<file path="config.mk">
export PLATFORM = sky130hd
export DESIGN_NAME = ram_arbiter
export DESIGN_NICKNAME = d
export VERILOG_FILES = /design/src/rtl/ram_arbiter.sv
export SDC_FILE = /design/constraint.sdc
export NUM_CORES = 1
export LEC_CHECK = 0
export ABC_AREA = 1
export CORE_AREA = 5 5 116 118
export DETAILED_ROUTE_END_ITERATION = 7
export DIE_AREA = 0 0 121 123
export PLACE_DENSITY = 0.64
export SYNTH_ARGS = -nofsm -noshare
export SYNTH_HDL_FRONTEND = slang
export SYNTH_SLANG_ARGS = --single-unit
</file>
<file path="constraint.sdc">
create_clock -name clk -period 1.81 [get_ports clk]
set_clock_uncertainty 0.2 [all_clocks]
set_input_delay 0.362 -clock clk [delete_from_list [all_inputs] [get_ports clk]]
set_output_delay 0.362 -clock clk [all_outputs]
set_load 0.05 [all_outputs]
</file>
<file path="src/rtl/ram_arbiter.sv">
// Two-master arbiter in front of a single-port RAM (combinational read,
// synchronous write). Masters alternate round-robin from idle; a busy owner
// keeps the RAM for at most MAX_BURST accesses while the other master waits.
//
// state | meaning
// IDLE  | no owner, RAM disabled
// OWN0  | m0 (CPU data port) routed to the RAM
// OWN1  | m1 (DMA/debug master) routed to the RAM
module ram_arbiter #(
  parameter int AW        = 32,
  parameter int DW        = 32,
  parameter int MAX_BURST = 4
) (
  input  logic          clk,
  input  logic          rst,
  input  logic          m0_req,
  input  logic          m0_we,
  input  logic [AW-1:0] m0_addr,
  input  logic [3:0]    m0_sel,
  input  logic [DW-1:0] m0_wdata,
  output logic          m0_ack,
  output logic [DW-1:0] m0_rdata,
  input  logic          m1_req,
  input  logic          m1_we,
  input  logic [AW-1:0] m1_addr,
  input  logic [3:0]    m1_sel,
  input  logic [DW-1:0] m1_wdata,
  output logic          m1_ack,
  output logic [DW-1:0] m1_rdata,
  output logic          ram_ce,
  output logic          ram_we,
  output logic [AW-1:0] ram_addr,
  output logic [3:0]    ram_sel,
  output logic [DW-1:0] ram_data_o,
  input  logic [DW-1:0] ram_data_i
);

  localparam int CW = $clog2(MAX_BURST + 1);

  typedef enum logic [1:0] {IDLE, OWN0, OWN1} state_t;

  state_t        state, state_nxt;
  logic          last;
  logic [CW-1:0] cnt;
  logic          burst_done;
  logic          owner_entry;

  // The access being acked now is the last one the owner may take in a row.
  assign burst_done  = ({1'b0, cnt} + (CW+1)'(1)) >= (CW+1)'(MAX_BURST);
  assign owner_entry = (state_nxt != state) && (state_nxt != IDLE);

  // Next-state selection: round-robin from idle, hand-over on drop or burst expiry.
  always_comb begin
    state_nxt = state;
    case (state)
      IDLE: begin
        if (m0_req && m1_req) state_nxt = last ? OWN0 : OWN1;
        else if (m0_req)      state_nxt = OWN0;
        else if (m1_req)      state_nxt = OWN1;
      end
      OWN0: begin
        if (!m0_req)                   state_nxt = m1_req ? OWN1 : IDLE;
        else if (m1_req && burst_done) state_nxt = OWN1;
      end
      OWN1: begin
        if (!m1_req)                   state_nxt = m0_req ? OWN0 : IDLE;
        else if (m0_req && burst_done) state_nxt = OWN0;
      end
      default: state_nxt = IDLE;
    endcase
  end

  // Route the owner onto the RAM bus; nothing is driven without an owner.
  always_comb begin
    ram_ce     = 1'b0;
    ram_we     = 1'b0;
    ram_addr   = '0;
    ram_sel    = '0;
    ram_data_o = '0;
    m0_ack     = 1'b0;
    m1_ack     = 1'b0;
    case (state)
      OWN0: begin
        ram_addr   = m0_addr;
        ram_sel    = m0_sel;
        ram_data_o = m0_wdata;
        ram_ce     = m0_req;
        ram_we     = m0_req & m0_we;
        m0_ack     = m0_req;
      end
      OWN1: begin
        ram_addr   = m1_addr;
        ram_sel    = m1_sel;
        ram_data_o = m1_wdata;
        ram_ce     = m1_req;
        ram_we     = m1_req & m1_we;
        m1_ack     = m1_req;
      end
      default: ;
    endcase
  end

  assign m0_rdata = m0_ack ? ram_data_i : '0;
  assign m1_rdata = m1_ack ? ram_data_i : '0;

  // State register; reset drops any access in flight immediately.
  always_ff @(posedge clk or posedge rst) begin
    if (rst) state <= IDLE;
    else     state <= state_nxt;
  end

  // Ownership history and burst length; last=1 at reset lets m0 win the first tie.
  always_ff @(posedge clk or posedge rst) begin
    if (rst) begin
      last <= 1'b1;
      cnt  <= '0;
    end else if (owner_entry) begin
      last <= (state_nxt == OWN1);
      cnt  <= '0;
    end else if ((m0_ack || m1_ack) && (cnt != CW'(MAX_BURST))) begin
      cnt <= cnt + CW'(1);
    end
  end

endmodule

</file>
; Word-level counts from Yosys, hierarchy flattened
; Cells that the tools add are included.
[op_classes]
bitwise_logic = 2
add_sub_neg = 2
muxes = 22
n_reduce_logical = 9
magnitude_cmp = 1
n_eq_ne = 5
[ops]
columns = op, n
row1 = one-hot mux 32 bit (2 select lines), 2
row2 = 2-to-1 mux 32 bit, 2
row3 = 2-to-1 mux 2 bit, 9
row4 = one-hot mux 4 bit (2 select lines), 1
row5 = 2-to-1 mux 3 bit, 2
row6 = one-hot mux 2 bit (3 select lines), 1
row7 = logical AND 1 bit, 5
row8 = adder 3 x 1 -> 4 bit (second input constant), 1
row9 = equality test 2 bit (second input constant), 2
row10 = >= comparator 4 x 3 -> 1 bit (second input constant), 1
row11 = one-hot mux 1 bit (2 select lines), 2
row12 = nonzero test 2 bit, 2
row13 = adder 3 x 1 -> 3 bit (second input constant), 1
row14 = 2-to-1 mux 1 bit, 3
row15 = inequality test 3 bit (second input constant), 1
row16 = AND 1 bit, 2
row17 = equality test 2 x 1 -> 1 bit (second input constant), 1
row18 = logical NOT 2 bit, 1
row19 = inequality test 2 bit, 1
row20 = logical OR 1 bit, 1
[totals]
in_bits = 174
regBits = 6
output_inout_bits = 136
wordCells = 44

; Depth between registers and ports, before layout
; Gate-level depths: netlist (run 1).
[depth]
depth_word = 9
ltp_mapped = 14
ltp_nobuf = 14

; Worst setup path before layout (run 1)
; No wires, ideal clock.
[synth_timing]
path_type = reg2out
start = reg state[1]
end = out ram_data_o[14]
path_buffers = 3
required_ps = 1248
arrival_time_ps = 2029
setup_slack_ps = -781
stages_incl_launch_ff = 8
cell_sequence = dfrtp_1 inv_1 ha_1 buf_2 buf_2 buf_2 nand2_1 a21oi_1
[synth_via]
elab_chain_cells = 2
elab_cells_between_ends = 3
cone_classes = eq/ne (2) / mux (1)
[synth_lines]
columns = element, line_no
row1 = start: declaration, 42  ; state_t state, state_nxt;
row2 = start signal: assignment, 109  ; else state <= state_nxt;
row3 = equality test 2 bit / equality test 2 x 1 -> 1 bit (equally long branches), 82  ; case (state)
row4 = one-hot mux 32 bit (2 select lines) *, 82
row5 = end: declaration, 34  ; output logic [DW-1:0] ram_data_o,
; Every way passes the cells marked *; elsewhere a longest branch is shown, timed or not.

; Worst setup path in the final report (run 1)
[layout_timing]
start = reg state[1]
end = out ram_addr[2]
[layout_via]
elab_chain_cells = 2
elab_cells_between_ends = 3
cone_classes = eq/ne (2) / mux (1)
[layout_lines]
columns = element, line_no
row1 = equality test 2 bit / equality test 2 x 1 -> 1 bit (equally long branches), 82
row2 = one-hot mux 32 bit (2 select lines) *, 82
row3 = end: declaration, 32  ; output logic [AW-1:0] ram_addr,
; Marked as above.

==> flow_metrics.tcl, run 1 <==
set metrics [dict create \
    fp.dieArea_um2 14900 \
    run_status "finished with violations" \
    synth_cells 412 \
    timing.setup.tns_ns -51.69 \
    detailedRoute.firstIterationViolations 102 \
    grt.total_usage_pct 21.6 \
    worst_slew_pin_slew_ns 0.407 \
    ys_async_sr_fraction_pct 100 \
    synth.cell_area_um2 1900 \
    globalRoute.totalOverflow 0 \
    r2r_setup_slack_ns -0.33 \
    pwr-share-comb_pct 95.4 \
    grt_setup_unrepaired "yes" \
    initial_core_util_pct 15.4 \
    cts.root.buffer_cell "sky130_fd_sc_hd__clkbuf_16" \
    synth-seq-cells 6 \
    finalNetCount 937 \
    drt-vias-per-instance 4.34 \
    ys_warn_count 0 \
    synth.most_common_cell "sky130_fd_sc_hd__nand2_1" \
    slew_headroom_pct 72.9 \
    die_width_um 121 \
    fp.dieH_um 123 \
    r2r_end "cnt[0]" \
    final.period_utilization_pct 123 \
    grt_start_max_net_pins 46 \
    fin_worst_hold_slack_ns 0.152 \
    postRouteWirelength_mm 16.9 \
    postSynth.topFlopCell "sky130_fd_sc_hd__dfrtp_1" \
    clockPowerShare_pct 2.8 \
    yosys-top-cells-count "157 x sky130_fd_sc_hd__nand2_1, 73 x sky130_fd_sc_hd__a21oi_1, 73 x sky130_fd_sc_hd__nor2_1" \
    post_synth_fa_ha_maj_area_fraction_pct 3.96 \
    part_of_the_power_in_registers_pct 1.8 \
    cts_sinks 6 \
    crit_path_required_time_ns 1.25 \
    setup_crit_start_kind "register" \
    power.density_cell_area_nw_per_um2 1480 \
    detailroute.via_count 4032 \
    grt_first_pass_wirelength_mm 25.1 \
    synth-compound-area-share_pct 20.5 \
    cp_slowest_cell "sky130_fd_sc_hd__dfrtp_1" \
    post_cts_hold_buffer_count 0 \
    post-place-cells 896 \
    synth.yosys.seq_area_share_pct 7.98 \
    number_of_hold_violations_in_the_final_report 0 \
    port_buffers 309 \
    post_layout_nonfiller_instances 928 \
    setup_violation_total_in_the_final_timing_report 141 \
    timing.critical_path.slowest_cell_delay_ns 0.36 \
    synthTopCellsByArea "sky130_fd_sc_hd__nand2_1 31%, sky130_fd_sc_hd__a21oi_1 19%, sky130_fd_sc_hd__nor2_1 14%" \
    detailedRoute.firstPassIterationCount 4 \
    max-clock-path-buffers 2 \
    synth_simple_gate_area_share_pct 50.1 \
    fraction_of_layout_instances_using_a_drive_strength_above_1_pct 53.0 \
    postRouteAntennaNets 0 \
    first_global_vias 4392 \
    synth_top_family_by_area "simple AND/OR/NAND/NOR gates" \
    max_cap_viol_count 0 \
    final_critical_path_setup_slack_ns -0.418 \
    utilization_pct 72.8 \
    detail_route.drc_violations 0 \
    yosys.cell_types.count 21 \
    synthDominantCellAreaShare_pct 31.0 \
    source_of_the_worst_register_to_register_timing_path "state[0]" \
    cp-end-kind "primary output" \
    cts-htree-levels 1 \
    power.switching_mw 7.13 \
    ant_cells 0 \
    tritoncts_clock_tree "yes" \
    power.leakage_nw 3.48 \
    min-delay-path-class "primary input to async pin" \
    pre_cts_slack_ns -0.386 \
    crit_path_cell_trace "inv_2, buf_4, ha_4, inv_12, buf_16, a21oi_4, buf_12" \
    timing.reg2reg.worst_path_depth 16 \
    tritoncts.num_buffers 3 \
    gp_congestion 0.806 \
    fmax_ghz 0.449 \
    cp.arrival_ns 1.67 \
    io_pins 310 \
    place_hpwl_mm 13.2 \
    grt_antenna_before_repair 0 \
    fp.coreArea_um2 12400 \
    synth.area.mux_share_pct 0.593 \
    cell_accounting_for_the_most_synthesized_area "sky130_fd_sc_hd__nand2_1" \
    area_growth_from_synthesis_to_layout_pct 374 \
    floorplan.rows 41 \
    syn-num-nets 592 \
    clk_latency_ns 0.23 \
    postSynthAreaPerCell_um2 4.61 \
    slew_viol_final 0 \
    p_sw_share_pct 53.5 \
    synthXorXnorAreaFrac_pct 0.461 \
    cp_max_fo 11 \
    max-vdd-ir-drop_uv 1040 \
    worst-setup-path-type "register to primary output" \
    routed_wire_length_per_instance_um 18.2 \
    internal_power_mw 6.19 \
    post-route-min-period_ns 2.23 \
    number_of_flops_mapped_to_enable_cells_by_yosys 0 \
    cts.clk_slew.worst_paths_ns 0.03 \
    failed_checks "setup timing" \
]
-- per-layer routing --
metal	up-vias	share of wire [%]	global-route usage, %
li1	1946	-	-
met1	1884	34	22.5
met2	181	56	43.4
met3	21	7.2	5.03
met4	0	2.3	5.03
met5	-	0	0
-- worst max path at each step --
stage / depth (start not counted) / from / to
floorplan: 7 / state[0] / ram_data_o[26]
global placement: 13 / m0_req / cnt[2]
detailed placement: 13 / m0_req / cnt[0]
CTS: 8 / state[0] / ram_data_o[4]
global route: 8 / state[0] / ram_addr[14]
finish: 7 / state[1] / ram_addr[2]
-- sequential cells by signal, summed over array words and instances, names as in the netlist --
signal	cells
cnt	3
last	1
state	2
-- kinds of logic after synthesis --
kind of cell    after synthesis
fa+ha+maj                     6
compound gates               76
simple gates                242
buf+inv                      80
xor+xnor                      1
mux                           1
flops                         6
-- power groups by stage --
| stage | Clock, mW | Sequential, mW | Combinational (mW) |
|---|---|---|---|
| floorplan | 0 | 0.250 | 6.76 |
| global placement | 0 | 0.237 | 10.7 |
| detailed placement | 0 | 0.241 | 10.8 |
| CTS | 0.382 | 0.242 | 12.6 |
| global route | 0.398 | 0.250 | 13.3 |
| finish | 0.370 | 0.243 | 12.7 |
-- critical path, delay by kind of cell (launching register included) --
kind	cells	cell delay, ns
fa+ha+maj	1	0.30
buf+inv	5	0.59
compound gates	1	0.16
flops	1	0.36
-- final cells by class --
class	instances	area, um2
clock buffers	4	78.8
fillers	872	3370
inverters	51	226
multi-input cells	327	3070
flip-flops and latches	6	153
well taps	172	215
repair buffers	368	5260
-- layout by cell type, fill, tap and decap left out, types with 3 or more instances in the layout --
master / Yosys / final
sky130_fd_sc_hd__a21oi_1: 73 / 3
sky130_fd_sc_hd__buf_6: 0 / 30
sky130_fd_sc_hd__nor2_4: 0 / 64
sky130_fd_sc_hd__nand3_2: 2 / 3
sky130_fd_sc_hd__buf_8: 0 / 4
sky130_fd_sc_hd__dfrtp_1: 5 / 4
sky130_fd_sc_hd__nor2_1: 73 / 9
sky130_fd_sc_hd__buf_16: 0 / 15
sky130_fd_sc_hd__inv_2: 4 / 3
sky130_fd_sc_hd__buf_4: 0 / 17
sky130_fd_sc_hd__nand3_1: 4 / 3
sky130_fd_sc_hd__inv_1: 46 / 44
sky130_fd_sc_hd__nand2_8: 0 / 3
sky130_fd_sc_hd__ha_1: 6 / 3
sky130_fd_sc_hd__buf_12: 0 / 128
sky130_fd_sc_hd__nand2_4: 2 / 34
sky130_fd_sc_hd__a21oi_4: 0 / 70
sky130_fd_sc_hd__ha_4: 0 / 3
sky130_fd_sc_hd__nand2_1: 157 / 112
sky130_fd_sc_hd__clkbuf_16: 0 / 4
sky130_fd_sc_hd__clkdlybuf4s50_1: 0 / 171
sky130_fd_sc_hd__nand2_2: 4 / 15
-- through the flow --
step / instance area (um2) / power, mW
5_1_grt: 8990 / 13.9
4_1_cts: 8930 / 13.3
2_1_floorplan: 3510 / 7.01
3_3_place_gp: 7920 / 10.9
3_5_place_dp: 7920 / 11.1
6_report: 8990 / 13.3
-- what timing repair did --
action                                  4_1_cts  5_1_grt
gates resized for setup                     135        8
buffers inserted                             16        0
endpoints found under the setup margin      140      142
pin swaps                                    14        7
gates cloned                                 12        1
Note: power is estimated with default switching activity, not from simulation.
==> run 2: changes to the inputs <==
==> config.mk (replaced) <==
export PLATFORM = sky130hd
export DESIGN_NAME = ram_arbiter
export DESIGN_NICKNAME = d
export VERILOG_FILES = /design/src/rtl/ram_arbiter.sv
export SDC_FILE = /design/constraint.sdc
export NUM_CORES = 1
export LEC_CHECK = 0
export CORE_AREA = 5 5 117 119
export DETAILED_ROUTE_END_ITERATION = 7
export DIE_AREA = 0 0 122 124
export PLACE_DENSITY = 0.65
export SYNTH_ARGS = -nofsm -noshare
export SYNTH_HDL_FRONTEND = slang
export SYNTH_SLANG_ARGS = --single-unit
==> flow_metrics.tcl, run 2 <==
set metrics [dict create \
    run_status "finished with violations" \
    failed_checks "setup timing" \
    layout.area.seq_um2 154 \
    cts.clk_slew.worst_paths_ns 0.04 \
    setup_crit_start_kind "register" \
    synthDominantCellAreaShare_pct 24.6 \
    leading_registers_by_flop_count "cnt: 3 flops, state: 2 flops, last: 1 flops" \
    globalRoute.totalOverflow 0 \
    io_pins 310 \
    fmax_ghz 0.439 \
    nFillCells 827 \
    grt.total_usage_pct 20.4 \
    postRouteAntennaNets 0 \
    die_width_um 122 \
    routed_wire_length_per_instance_um 20.6 \
    fp.coreArea_um2 12500 \
    fp.dieH_um 124 \
    area_growth_from_synthesis_to_layout_pct 326 \
    max-vdd-ir-drop_uv 888 \
    register_bank_with_the_most_flops "cnt" \
    power.density_cell_area_nw_per_um2 1610 \
    postSynth.topFlopCell "sky130_fd_sc_hd__dfrtp_1" \
    detailedRoute.firstPassIterationCount 4 \
    postRouteWirelength_mm 17.0 \
    setup_violation_total_in_the_final_timing_report 142 \
    synthTopCellsByArea "sky130_fd_sc_hd__a22oi_1 25%, sky130_fd_sc_hd__nor2b_1 21%, sky130_fd_sc_hd__and3_1 19%" \
    grt_setup_unrepaired "yes" \
    number_of_hold_violations_in_the_final_report 0 \
    final_common_cell "sky130_fd_sc_hd__clkdlybuf4s50_1" \
    drt-vias-per-instance 4.78 \
    pwr-share-comb_pct 95.5 \
    timing.reg2reg.worst_path_depth 9 \
    yosys-top-cells-count "70 x sky130_fd_sc_hd__nor2b_1, 69 x sky130_fd_sc_hd__a22oi_1, 64 x sky130_fd_sc_hd__and3_1" \
    synth_cells 305 \
    area_used_by_multi_input_combinational_logic_um2 2990 \
    number_of_flip_flops_under_the_largest_register_name 3 \
    grt_start_max_net_pins 39 \
    number_of_flops_mapped_to_enable_cells_by_yosys 0 \
    timing.setup.tns_ns -58.09 \
    clk_latency_ns 0.24 \
    grt_antenna_before_repair 2 \
    worst_slew_pin_slew_ns 0.372 \
    cts.root.buffer_cell "sky130_fd_sc_hd__clkbuf_16" \
    syn-num-nets 485 \
    yosys.cell_types.count 36 \
    fraction_of_layout_instances_using_a_drive_strength_above_1_pct 64.7 \
    power.switching_mw 6.64 \
    place_hpwl_mm 13.2 \
    cp_max_fo 7 \
    gp_congestion 0.885 \
    max_cap_viol_count 0 \
    final_critical_path_setup_slack_ns -0.469 \
    cts-htree-levels 1 \
    synth.cell_area_um2 2100 \
    part_of_the_power_in_registers_pct 1.9 \
    postSynthAreaPerCell_um2 6.90 \
    grt_first_pass_wirelength_mm 24.1 \
    synth.yosys.seq_area_share_pct 7.19 \
    detailedRoute.firstIterationViolations 132 \
    cell_accounting_for_the_most_synthesized_area "sky130_fd_sc_hd__a22oi_1" \
    synth-seq-cells 6 \
    port_buffers 309 \
    cp-end-kind "primary output" \
    finalNetCount 835 \
    final.period_utilization_pct 126 \
    crit_path_required_time_ns 1.25 \
    tritoncts.num_buffers 3 \
    power.leakage_nw 3.42 \
    fp.dieArea_um2 15100 \
    first_global_vias 4313 \
    slew_headroom_pct 75.2 \
    worst-setup-path-type "register to primary output" \
    ys_warn_count 0 \
    synth.most_common_cell "sky130_fd_sc_hd__nor2b_1" \
    post-layout-total-power_mw 14.4 \
    ys_async_sr_fraction_pct 100 \
    max-clock-path-buffers 2 \
    min-delay-path-class "primary input to async pin" \
    detail_route.drc_violations 0 \
    tritoncts_clock_tree "yes" \
    cp.arrival_ns 1.72 \
    cts_sinks 6 \
    clockPowerShare_pct 2.7 \
    post-route-min-period_ns 2.28 \
    internal_power_mw 7.78 \
    initial_core_util_pct 16.9 \
    slew_viol_final 0 \
    detailroute.via_count 3961 \
    floorplan.rows 41 \
    p_sw_share_pct 46.0 \
    highest_count_cells_in_the_layout_ignoring_fill_and_taps "171 x sky130_fd_sc_hd__clkdlybuf4s50_1, 151 x sky130_fd_sc_hd__buf_12, 69 x sky130_fd_sc_hd__nor2b_4" \
]
==> run 2: cell types whose count changed in the layout (fill, tap and decap cells not counted), moves of 34 or more <==
cell and change:
sky130_fd_sc_hd__a21oi_4 -68, sky130_fd_sc_hd__nor2b_4 +69, sky130_fd_sc_hd__nand2_4 -34, sky130_fd_sc_hd__and3_4 +64
sky130_fd_sc_hd__a22oi_2 +47, sky130_fd_sc_hd__nor2_4 -64, sky130_fd_sc_hd__inv_1 -39, sky130_fd_sc_hd__nand2_1 -107
==> run 2: worst paths after layout <==
kind                           from            to  slack, ns
setup / recovery           state[0]  ram_addr[17]      -0.47
hold / removal                  rst        cnt[2]       0.15
setup reg to reg           state[1]          last      -0.43
hold reg to reg                last          last       0.44
max in group asynchronous       rst          last       1.00
min in group clk               last          last       0.44
==> run 2: worst max-delay path, cell delays in order (launching register included) <==
cell and delay, ns:
sky130_fd_sc_hd__dfrtp_2 0.44, sky130_fd_sc_hd__inv_4 0.08, sky130_fd_sc_hd__ha_4 0.25, sky130_fd_sc_hd__buf_12 0.17, sky130_fd_sc_hd__clkbuf_16 0.16, sky130_fd_sc_hd__a22oi_2 0.09, sky130_fd_sc_hd__nor2b_4 0.14, sky130_fd_sc_hd__buf_12 0.14
==> run 2: routing by layer <==
layer / part of all wire (%) / vias up / wire [um] / track usage [%]
li1: - / 1844 / - / -
met1: 33 / 1870 / 5690 / 20.3
met2: 55 / 226 / 9450 / 40.7
met3: 9.3 / 21 / 1590 / 5.72
met4: 1.8 / 0 / 315 / 6.51
met5: 0 / - / 0 / 0
==> run 2: stage by stage <==
step	util, %	hold WS, ns	instances	setup slack (ns)	cell area [um2]
6_report	71.9	0.154	828	-0.469	8960
5_1_grt	71.9	0.194	828	-0.537	8960
4_1_cts	71.0	0.164	822	-0.496	8840
3_5_place_dp	64.6	0.374	793	-0.660	8060
3_3_place_gp	64.6	0.361	793	-0.557	8060
2_1_floorplan	-	-0.0478	305	-0.442	3290
==> run 2: power groups by stage <==
stage          registers [mW]  clock network (mW)  logic [mW]
2_1_floorplan           0.260                   0        7.20
3_3_place_gp            0.253                   0        12.0
3_5_place_dp            0.258                   0        12.1
4_1_cts                 0.260               0.386        13.6
5_1_grt                 0.273               0.391        14.3
6_report                0.269               0.385        13.8
==> run 2: cell families (layout without fill, tap and decap cells) <==
group / count (synthesis) / after routing / synth area share [%]
and+or+nand+nor: 149 / 149 / 44.2
xor gates and xnor gates: 1 / 1 / 0.416
other: 0 / 2 / 0
DFF: 6 / 6 / 7.19
AOI/OAI and AO/OA: 94 / 94 / 34.8
buffers and inverters: 46 / 395 / 8.44
muxes: 3 / 3 / 1.43
adders and majority gates: 6 / 6 / 3.57
==> run 2: what timing repair did <==
| item | CTS | global route |
|---|---|---|
| hold endpoints to repair | 0 | 0 |
| resized for setup | 68 | 19 |
| buffers inserted | 16 | 4 |
| gates cloned | 9 | 1 |
| hold buffers | 0 | 0 |
| pin swaps | 12 | 5 |
| setup endpoints to repair | 142 | 142 |
==> run 2: final cells by class <==
cell class | count | area share (%)
Tap cell | 172 | 2.40
Inverter | 9 | 0.517
Timing Repair Buffer | 382 | 61.0
Antenna cell | 2 | 0.0559
Sequential cell | 6 | 1.72
Multi-Input combinational cell | 253 | 33.4
Clock buffer | 4 | 0.880
==> run 3: changes to the inputs <==
--- a/config.mk
+++ b/config.mk
@@ -6,6 +6,7 @@
 export NUM_CORES = 1
 export LEC_CHECK = 0
 export CORE_AREA = 5 5 117 119
+export CTS_CLUSTER_DIAMETER = 200
 export DETAILED_ROUTE_END_ITERATION = 7
 export DIE_AREA = 0 0 122 124
 export PLACE_DENSITY = 0.65
==> results of run 3 <==
Final layout, timing and power as in run 2 (identical DEF).
